File: src/rtl/fetch_pkg.sv
// Shared constants and F/D bundle for the fetch stage.
// Next-PC select codes match the ones the decoder drives.
package fetch_pkg;

    localparam logic [2:0] NS_PC4 = 3'd0;
    localparam logic [2:0] NS_B   = 3'd1;
    localparam logic [2:0] NS_J   = 3'd2;
    localparam logic [2:0] NS_RS  = 3'd3;

    localparam logic [31:0] INSTR_NOP    = 32'h0;
    localparam logic [31:0] PC_RESET_DEF = 32'h0000_3000;

    typedef struct packed {
        logic [31:0] instr;
        logic [31:0] pc;
        logic        valid;
        logic        adel;
    } if_id_t;

endpackage

File: src/rtl/fetch_if.sv
// Control, instruction-memory and D-register signals of the fetch stage.
// master = fetch stage, slave = surrounding core / memory.
interface fetch_if #(
    parameter int CNT_W = 32
);
    logic             stall;
    logic             flush_d;
    logic [2:0]       npc_sel;
    logic             b_j;
    logic [31:0]      rs_fwd;
    logic [31:0]      imem_addr;
    logic [31:0]      imem_rdata;
    logic [31:0]      instr_d;
    logic [31:0]      pc_d;
    logic [31:0]      pc8_d;
    logic             valid_d;
    logic             adel_d;
    logic [CNT_W-1:0] fetch_cnt;

    modport master (
        input  stall, flush_d, npc_sel, b_j, rs_fwd, imem_rdata,
        output imem_addr, instr_d, pc_d, pc8_d, valid_d, adel_d,
        output fetch_cnt
    );

    modport slave (
        output stall, flush_d, npc_sel, b_j, rs_fwd, imem_rdata,
        input  imem_addr, instr_d, pc_d, pc8_d, valid_d, adel_d,
        input  fetch_cnt
    );
endinterface

File: src/rtl/fetch_npc.sv
// Next-PC selection from the D-stage jump/branch decision.
// pc_f is the delay-slot address; immediates come from instr_d.
import fetch_pkg::*;

module fetch_npc (
    input  logic [31:0] pc_f,
    input  logic [31:0] pc_d,
    input  logic [31:0] instr_d,
    input  logic [2:0]  npc_sel,
    input  logic        b_j,
    input  logic [31:0] rs_fwd,
    output logic [31:0] npc
);
    logic [31:0] pc4;
    logic [31:0] br_off;
    logic        unused_bits;

    assign pc4    = pc_f + 32'd4;
    assign br_off = {{14{instr_d[15]}}, instr_d[15:0], 2'b00};
    assign unused_bits = ^{instr_d[31:26], pc_d[27:0]};

    // Select the redirect target; unknown codes fall through.
    always_comb begin
        npc = pc4;
        unique case (npc_sel)
            NS_B:    npc = b_j ? pc_f + br_off : pc4;
            NS_J:    npc = {pc_d[31:28], instr_d[25:0], 2'b00};
            NS_RS:   npc = rs_fwd;
            default: npc = pc4;
        endcase
    end
endmodule

File: src/rtl/fetch_stage.sv
// F stage plus F/D pipeline register with stall and delay-slot flush.
// Optional fetch address check enabled by FETCH_ADEL_EN.
import fetch_pkg::*;

module fetch_stage #(
    parameter logic [31:0] PC_RESET = PC_RESET_DEF,
    parameter int          IM_WORDS = 4096,
    parameter int          CNT_W    = 32
) (
    input logic     clk,
    input logic     reset,
    fetch_if.master bus
);
    logic [31:0]      pc_f;
    logic [31:0]      npc;
    if_id_t           d_q;
    logic [CNT_W-1:0] cnt_q;
    logic             fetch_bad;

    fetch_npc u_npc (
        .pc_f    (pc_f),
        .pc_d    (d_q.pc),
        .instr_d (d_q.instr),
        .npc_sel (bus.npc_sel),
        .b_j     (bus.b_j),
        .rs_fwd  (bus.rs_fwd),
        .npc     (npc)
    );

`ifdef FETCH_ADEL_EN
    localparam logic [32:0] IM_SPAN = 33'(IM_WORDS) << 2;
    logic [32:0] pc_off;

    // Offset wraps huge below PC_RESET, so one compare covers both ends.
    assign pc_off    = {1'b0, pc_f} - {1'b0, PC_RESET};
    assign fetch_bad = (pc_f[1:0] != 2'b00) || (pc_off >= IM_SPAN);
`else
    if (IM_WORDS < 1) begin : g_no_im
    end
    assign fetch_bad = 1'b0;
`endif

    // PC, D register and counter; stall beats flush beats normal fetch.
    always_ff @(posedge clk or posedge reset) begin
        if (reset) begin
            pc_f  <= PC_RESET;
            d_q   <= '{instr: INSTR_NOP, pc: 32'h0, valid: 1'b0, adel: 1'b0};
            cnt_q <= '0;
        end else if (!bus.stall) begin
            pc_f <= npc;
            if (bus.flush_d) begin
                d_q <= '{instr: INSTR_NOP, pc: pc_f,
                         valid: 1'b0, adel: 1'b0};
            end else begin
                d_q <= '{instr: fetch_bad ? INSTR_NOP : bus.imem_rdata,
                         pc: pc_f, valid: 1'b1, adel: fetch_bad};
                cnt_q <= cnt_q + 1'b1;
            end
        end
    end

    assign bus.imem_addr = pc_f;
    assign bus.instr_d   = d_q.instr;
    assign bus.pc_d      = d_q.pc;
    assign bus.pc8_d     = d_q.pc + 32'd8;
    assign bus.valid_d   = d_q.valid;
    assign bus.adel_d    = d_q.adel;
    assign bus.fetch_cnt = cnt_q;
endmodule

File: src/flat_wrapper.sv
// flat-port wrapper written by rule: the top's interface ports become plain ports
module fetch_stage_flat 
#(
    parameter logic [31:0] PC_RESET = PC_RESET_DEF,
    parameter int          IM_WORDS = 4096,
    parameter int          CNT_W    = 32
)
  (clk, reset, bus_stall, bus_flush_d, bus_npc_sel, bus_b_j, bus_rs_fwd, bus_imem_rdata, bus_imem_addr, bus_instr_d, bus_pc_d, bus_pc8_d, bus_valid_d, bus_adel_d, bus_fetch_cnt);
  fetch_if #(.CNT_W(CNT_W)) bus_i ();
  input logic clk;
  input logic reset;
  input wire logic [$bits(bus_i.stall)-1:0] bus_stall;
  input wire logic [$bits(bus_i.flush_d)-1:0] bus_flush_d;
  input wire logic [$bits(bus_i.npc_sel)-1:0] bus_npc_sel;
  input wire logic [$bits(bus_i.b_j)-1:0] bus_b_j;
  input wire logic [$bits(bus_i.rs_fwd)-1:0] bus_rs_fwd;
  input wire logic [$bits(bus_i.imem_rdata)-1:0] bus_imem_rdata;
  output wire logic [$bits(bus_i.imem_addr)-1:0] bus_imem_addr;
  output wire logic [$bits(bus_i.instr_d)-1:0] bus_instr_d;
  output wire logic [$bits(bus_i.pc_d)-1:0] bus_pc_d;
  output wire logic [$bits(bus_i.pc8_d)-1:0] bus_pc8_d;
  output wire logic [$bits(bus_i.valid_d)-1:0] bus_valid_d;
  output wire logic [$bits(bus_i.adel_d)-1:0] bus_adel_d;
  output wire logic [$bits(bus_i.fetch_cnt)-1:0] bus_fetch_cnt;
  assign bus_i.stall = bus_stall;
  assign bus_i.flush_d = bus_flush_d;
  assign bus_i.npc_sel = bus_npc_sel;
  assign bus_i.b_j = bus_b_j;
  assign bus_i.rs_fwd = bus_rs_fwd;
  assign bus_i.imem_rdata = bus_imem_rdata;
  assign bus_imem_addr = bus_i.imem_addr;
  assign bus_instr_d = bus_i.instr_d;
  assign bus_pc_d = bus_i.pc_d;
  assign bus_pc8_d = bus_i.pc8_d;
  assign bus_valid_d = bus_i.valid_d;
  assign bus_adel_d = bus_i.adel_d;
  assign bus_fetch_cnt = bus_i.fetch_cnt;
  fetch_stage #(.PC_RESET(PC_RESET), .IM_WORDS(IM_WORDS), .CNT_W(CNT_W)) u_core (.clk(clk), .reset(reset), .bus(bus_i));
endmodule
File: config.mk
export PLATFORM = sky130hd
export DESIGN_NAME = fetch_stage_flat
export DESIGN_NICKNAME = d
export VERILOG_FILES = /design/src/rtl/fetch_pkg.sv /design/src/rtl/fetch_if.sv /design/src/rtl/fetch_npc.sv /design/src/rtl/fetch_stage.sv /design/src/flat_wrapper.sv
export SDC_FILE = /design/constraint.sdc
export NUM_CORES = 1
export LEC_CHECK = 0
export BUFFER_PORTS_ARGS = -buffer_cell sky130_fd_sc_hd__buf_2
export CORE_MARGIN = 2
export CORE_UTILIZATION = 35
export CTS_BUF_LIST = sky130_fd_sc_hd__clkbuf_16
export DETAILED_ROUTE_END_ITERATION = 10
export GPL_TIMING_DRIVEN = 1
export PLACE_DENSITY = 0.62
export SYNTH_ARGS = -nofsm -noshare
export SYNTH_HDL_FRONTEND = slang
export SYNTH_HIERARCHICAL = 1
export SYNTH_SLANG_ARGS = --single-unit
File: constraint.sdc
create_clock -name clk -period 3.32 [get_ports clk]
set_clock_uncertainty 0.05 [all_clocks]
set_input_delay 0.166 -clock clk [delete_from_list [all_inputs] [get_ports clk]]
set_output_delay 0.166 -clock clk [all_outputs]
set_load 0.02 [all_outputs]
Yosys cells after proc, flatten, opt, wreduce, memory -nomap -nowiden
Cells that the tools add are included.

Input bits: 72. Output and inout bits: 162. Bits in registers: 130. Logic and storage cells: 19.

Bitwise operators: 2. Eq/ne operators: 3. Multiplexer cells: 3. Reductions and logical operators: 1. Add/sub/neg operators: 4.

Operators with widths (number): case mux 32 bit (3 select lines) (1); 2-to-1 mux 66 bit (1); adder 32 x 1 -> 32 bit (second input constant) (1); adder 32 x 3 -> 32 bit (second input constant) (1); adder 32 bit (1); adder 32 x 4 -> 32 bit (second input constant) (1); 2-to-1 mux 32 bit (1); == test 3 x 2 -> 1 bit (second input constant) (2); == test 3 x 1 -> 1 bit (second input constant) (1); inverter 1 bit (2); AND reduction 2 bit (1).

Longest topological paths before layout
Depth in word-level cells: 3. Gate-level depth with buffers: 11. Depth with buffers taken out: 11.

By module
Netlist, hierarchy kept.

By module, submodules not included: fetch_stage (area an instance 5506.5 um2, times used 1, sequential area each 3230.6 um2, cells each 420); fetch_npc (area an instance 3457.1 um2, times used 1, sequential area each 0.0 um2, cells each 522).

Least setup slack after synthesis
No wires, ideal clock.

Path type: reg-to-reg. Start point: reg u_core.pc_f[2] (netlist: u_core/bus.imem_addr[2]). End point: reg u_core.pc_f[24] (netlist: u_core/bus.imem_addr[24]). Arrival time: 2.968 ns. Cell stages (with the launch flop): 12. Path buffers: 0. Setup slack: 0.177 ns. Setup time: 0.125 ns. Cells stage by stage: dfrtp_1 ha_1 fa_1 a211oi_1 o21bai_1 o211ai_1 o21ai_1 a21oi_2 o21ai_0 xnor2_1 a221o_1 mux2_2.

Word-level cells in the longest chain between the ends: 3. Elaborated cells between the ends (all ways): 4.

RTL lines: start: declaration (line fetch_stage.sv:14) `logic [31:0] pc_f;`; start signal: assignment (line fetch_stage.sv:50) `pc_f <= npc;`; adder 32 x 3 -> 32 bit / adder 32 bit (equally long branches) (line fetch_npc.sv:18, fetch_npc.sv:26); 2-to-1 mux 32 bit (line fetch_npc.sv:26) `NS_B: npc = b_j ? pc_f + br_off : pc4;`; case mux 32 bit (3 select lines) * (line fetch_npc.sv:25) `unique case (npc_sel)`; via u_core.npc[24] (line fetch_stage.sv:15) `logic [31:0] npc;`.

Mark *: on every way through the listed nets, which the timed path passes. The rest lies on a longest branch. A chain may end at the register's enable or synchronous reset.

Final worst setup path
Ends and elaborated chain as after synthesis.

==> metrics.md <==
| Metric | Value |
|---|---|
| Initial antenna violation count | 3 |
| Max-cap violations | 0 |
| Post-route ant nets | 0 |
| Final worst setup slack | 0.0768 ns |
| IO buf count | 232 |
| Outcome | completed |
| Placed cell area | 10500 µm² |
| Most common cell after layout, fill and taps aside | buf_2 |
| Overall Power | 7530 µW |
| Synth warn | 6 |
| Worst setup SP type | register |
| Placer's final routability congestion estimate | 0.908 |
| Final setup fails | 0 |
| Worst Path Class, Setup | register to register |
| Worst rel slew slack | 25.2% |
| # IOs | 234 |
| Place WS | 0.0487 ns |
| CTS Root Cell | clkbuf_16 |
| Commonest non-fill, non-tap cells in the layout | buf_2, dfrtp_1, mux2_2, xnor2_1, nand2_1 |
| Layout cells sized above 1 | 32.0% |
| Synth cell types | 79 |
| H-Tree Depth | 4 |
| Endpoints failing hold | 0 |
| Cell-by-cell trace of the critical path | ha_1 > fa_1 > a211oi_1 > o21bai_1 > o211ai_1 > o21ai_1 > a21oi_4 > o21ai_0 > xnor2_1 > a221o_1 > mux2_2 |
| Lkg Pwr | 0.00544 µW |
| Fin. max-slew vios | 0 |
| Crit path capture type | register |
| Finished Cell Area | 11400 µm² |
| Die width | 164 µm |
| First-pass GRT wire length | 44.6 mm |
| Slowest CP cell | fa_1 |
| Largest net degree at the start of global routing | 52 |
| Die Ht | 164 µm |
| Clk_lat worst skew | 0.42 ns |
| Final core occ | 45.3% |
| Max VDD drop | 0.389 mV |
| Crit share post-route | 97.7% |
| R2R depth | 11 |
| P&R area growth vs syn | 27.3% |
| Synth Net Count | 1047 |
| Reg clk slew, reported paths | 0.06 ns |
| Post-CTS setup buffers | 0 |
| Area leader, netlist | dfrtp_1 |
| Final min period | 3.24 ns |
| Via count | 8382 |
| Post-synthesis sequential area ratio | 36.0% |
| CTS tree | done |
| Slowest Stage Delay on Critical Path | 0.40 ns |
| Cts bufs inserted | 17 |
| HP Class | input port to register |
| # clock sinks | 129 |
| Primary FF master, synth | dfrtp_1 |
| Worst-path fanout max | 6 |
| Mapped Cells | 942 |
| Die area | 26900 µm² |
| # rows | 58 |
| Initial Utilization | 35.6% |
| Fmax | 308 MHz |
| Congestion Overflow GR | 0 |
| Synth top area cells | dfrtp_1, mux2_2, xnor2_1, ha_1, xor2_1 |
| Vias in the first global route | 7886 |
| Top cell type's share of synthesized area | 35.5% |
| Maximum buffer depth of the clock tree | 2 |
| Ys async rst share | 100% |
| CORE AREA | 25200 µm² |
| Syn Std Cell Area | 8960 µm² |
| Post-synth EDFFs | 0 |
| Power Dens Cells | 660 nW/µm² |
| DRT iter0 DRCs | 593 |
| # nets final | 1305 |
| Drt wl/cell | 18.8 µm |
| Worst Max-Slew Pin Slew | 1.12 ns |
| Tot GR Track Use | 21.3% |
| Vias per cell | 5.43 |
| Number of synthesized register bits | 129 |
| Final HPWL DP | 21.4 mm |
| Pre-antenna DRT Iters | 8 |
| DRC Markers | 0 |
| Syn_area_per_cell | 9.52 µm² |
| Crit path required time | 3.58 ns |
| Hold path depth | 4 |
| Worst EP arrival | 3.50 ns |
| Sum of negative setup slack | 0 ns |
| WL final | 29.0 mm |
| RSZ-0062 raised after global routing | yes |
-- state kept, by name (all words and copies together) (netlist names) --
register	flops
u_core/bus.imem_addr	32
u_core/bus.pc_d	32
u_core/bus.fetch_cnt	32
u_core/bus.valid_d	1
u_core/bus.instr_d	32
-- worst paths after layout --
| path | start | end | slack (ns) |
|---|---|---|---|
| worst max register to register | u_core/bus.imem_addr[2] | u_core/bus.imem_addr[24] | 0.08 |
| max in group asynchronous | reset | u_core/bus.imem_addr[12] | 1.89 |
| min in group asynchronous | reset | u_core/bus.instr_d[28] | 0.49 |
| worst min register to register | u_core/bus.fetch_cnt[31] | u_core/bus.fetch_cnt[31] | 0.43 |
| worst max-delay path | u_core/bus.imem_addr[2] | u_core/bus.imem_addr[24] | 0.08 |
| worst min-delay path | bus_rs_fwd[1] | u_core/bus.imem_addr[1] | 0.06 |
-- cells by family after synthesis --
family,count (synthesis),synth area share [%]
AOI/OAI and AO/OA,249,19.7
adders and majority gates,33,4.69
xor gates and xnor gates,108,10.6
and+or+nand+nor,260,15.4
other,1,0.0418
muxes,71,8.85
DFF,129,36.0
buffers and inverters,91,4.79
-- cell type report --
cell class                 instances  area, µm²
clock buffer                      17        425
multi-input combinational        722       5320
inverter                          31        120
antenna                            1       2.50
timing repair buffer             299       1780
clock inverter                    14        115
sequential                       129       3230
fill                            2420      13800
tap                              330        413
-- stage by stage --
step,hold slack [ns],std cells
final,0.0634,1543
after global routing,0.0535,1543
after CTS,0.0469,1542
after detailed placement,0.331,1477
after global placement,0.328,1477
after floorplan,0.223,942
-- Yosys cell counts (6+ instances only) --
library cell  number
nand4_1           29
o22ai_1            6
o21bai_1           6
a21o_1            16
o21ai_0           40
a22o_1            33
mux2_2            65
and3_1            16
xnor2_1           65
xor2_1            43
nor2_1            41
dfrtp_1          127
nand3_1           49
nor3_1             8
ha_1              32
a31oi_1            8
inv_1             31
nand2_1           63
and4_1            12
a211o_1            8
and2_1             6
a21oi_1           57
clkbuf_1          44
a211oi_1          15
nor4_1             9
nand2b_1           6
-- worst max-delay path: cells and delay by family, from the launching register on --
kind | cells | cell delay [ns]
xor+xnor | 1 | 0.15
mux | 1 | 0.26
fa+ha+maj | 2 | 0.64
compound gates | 7 | 1.64
flops | 1 | 0.38
-- power by group --
group / switching, µW / total (µW) / internal, µW
Sequential: 515 / 2420 / 1900
Combinational: 1960 / 3350 / 1390
Clock: 742 / 1760 / 1020
Total: 3220 / 7530 / 4310
-- metal layers --
| metal | track usage, % | vias to the layer above | wire length (µm) |
|---|---|---|---|
| li1 | - | 4001 | - |
| met2 | 34.6 | 274 | 13600 |
| met5 | 0 | - | 13 |
| met3 | 4.27 | 30 | 1650 |
| met1 | 29.2 | 4075 | 13400 |
| met4 | 5.34 | 2 | 429 |
-- repair_timing --
action                                  CTS  global route
gates resized for setup                   0             2
endpoints found under the setup margin    0             5
hold buffers                             34             0
hold endpoints to repair                 78             0
Note: power is estimated with default switching activity, not from simulation.
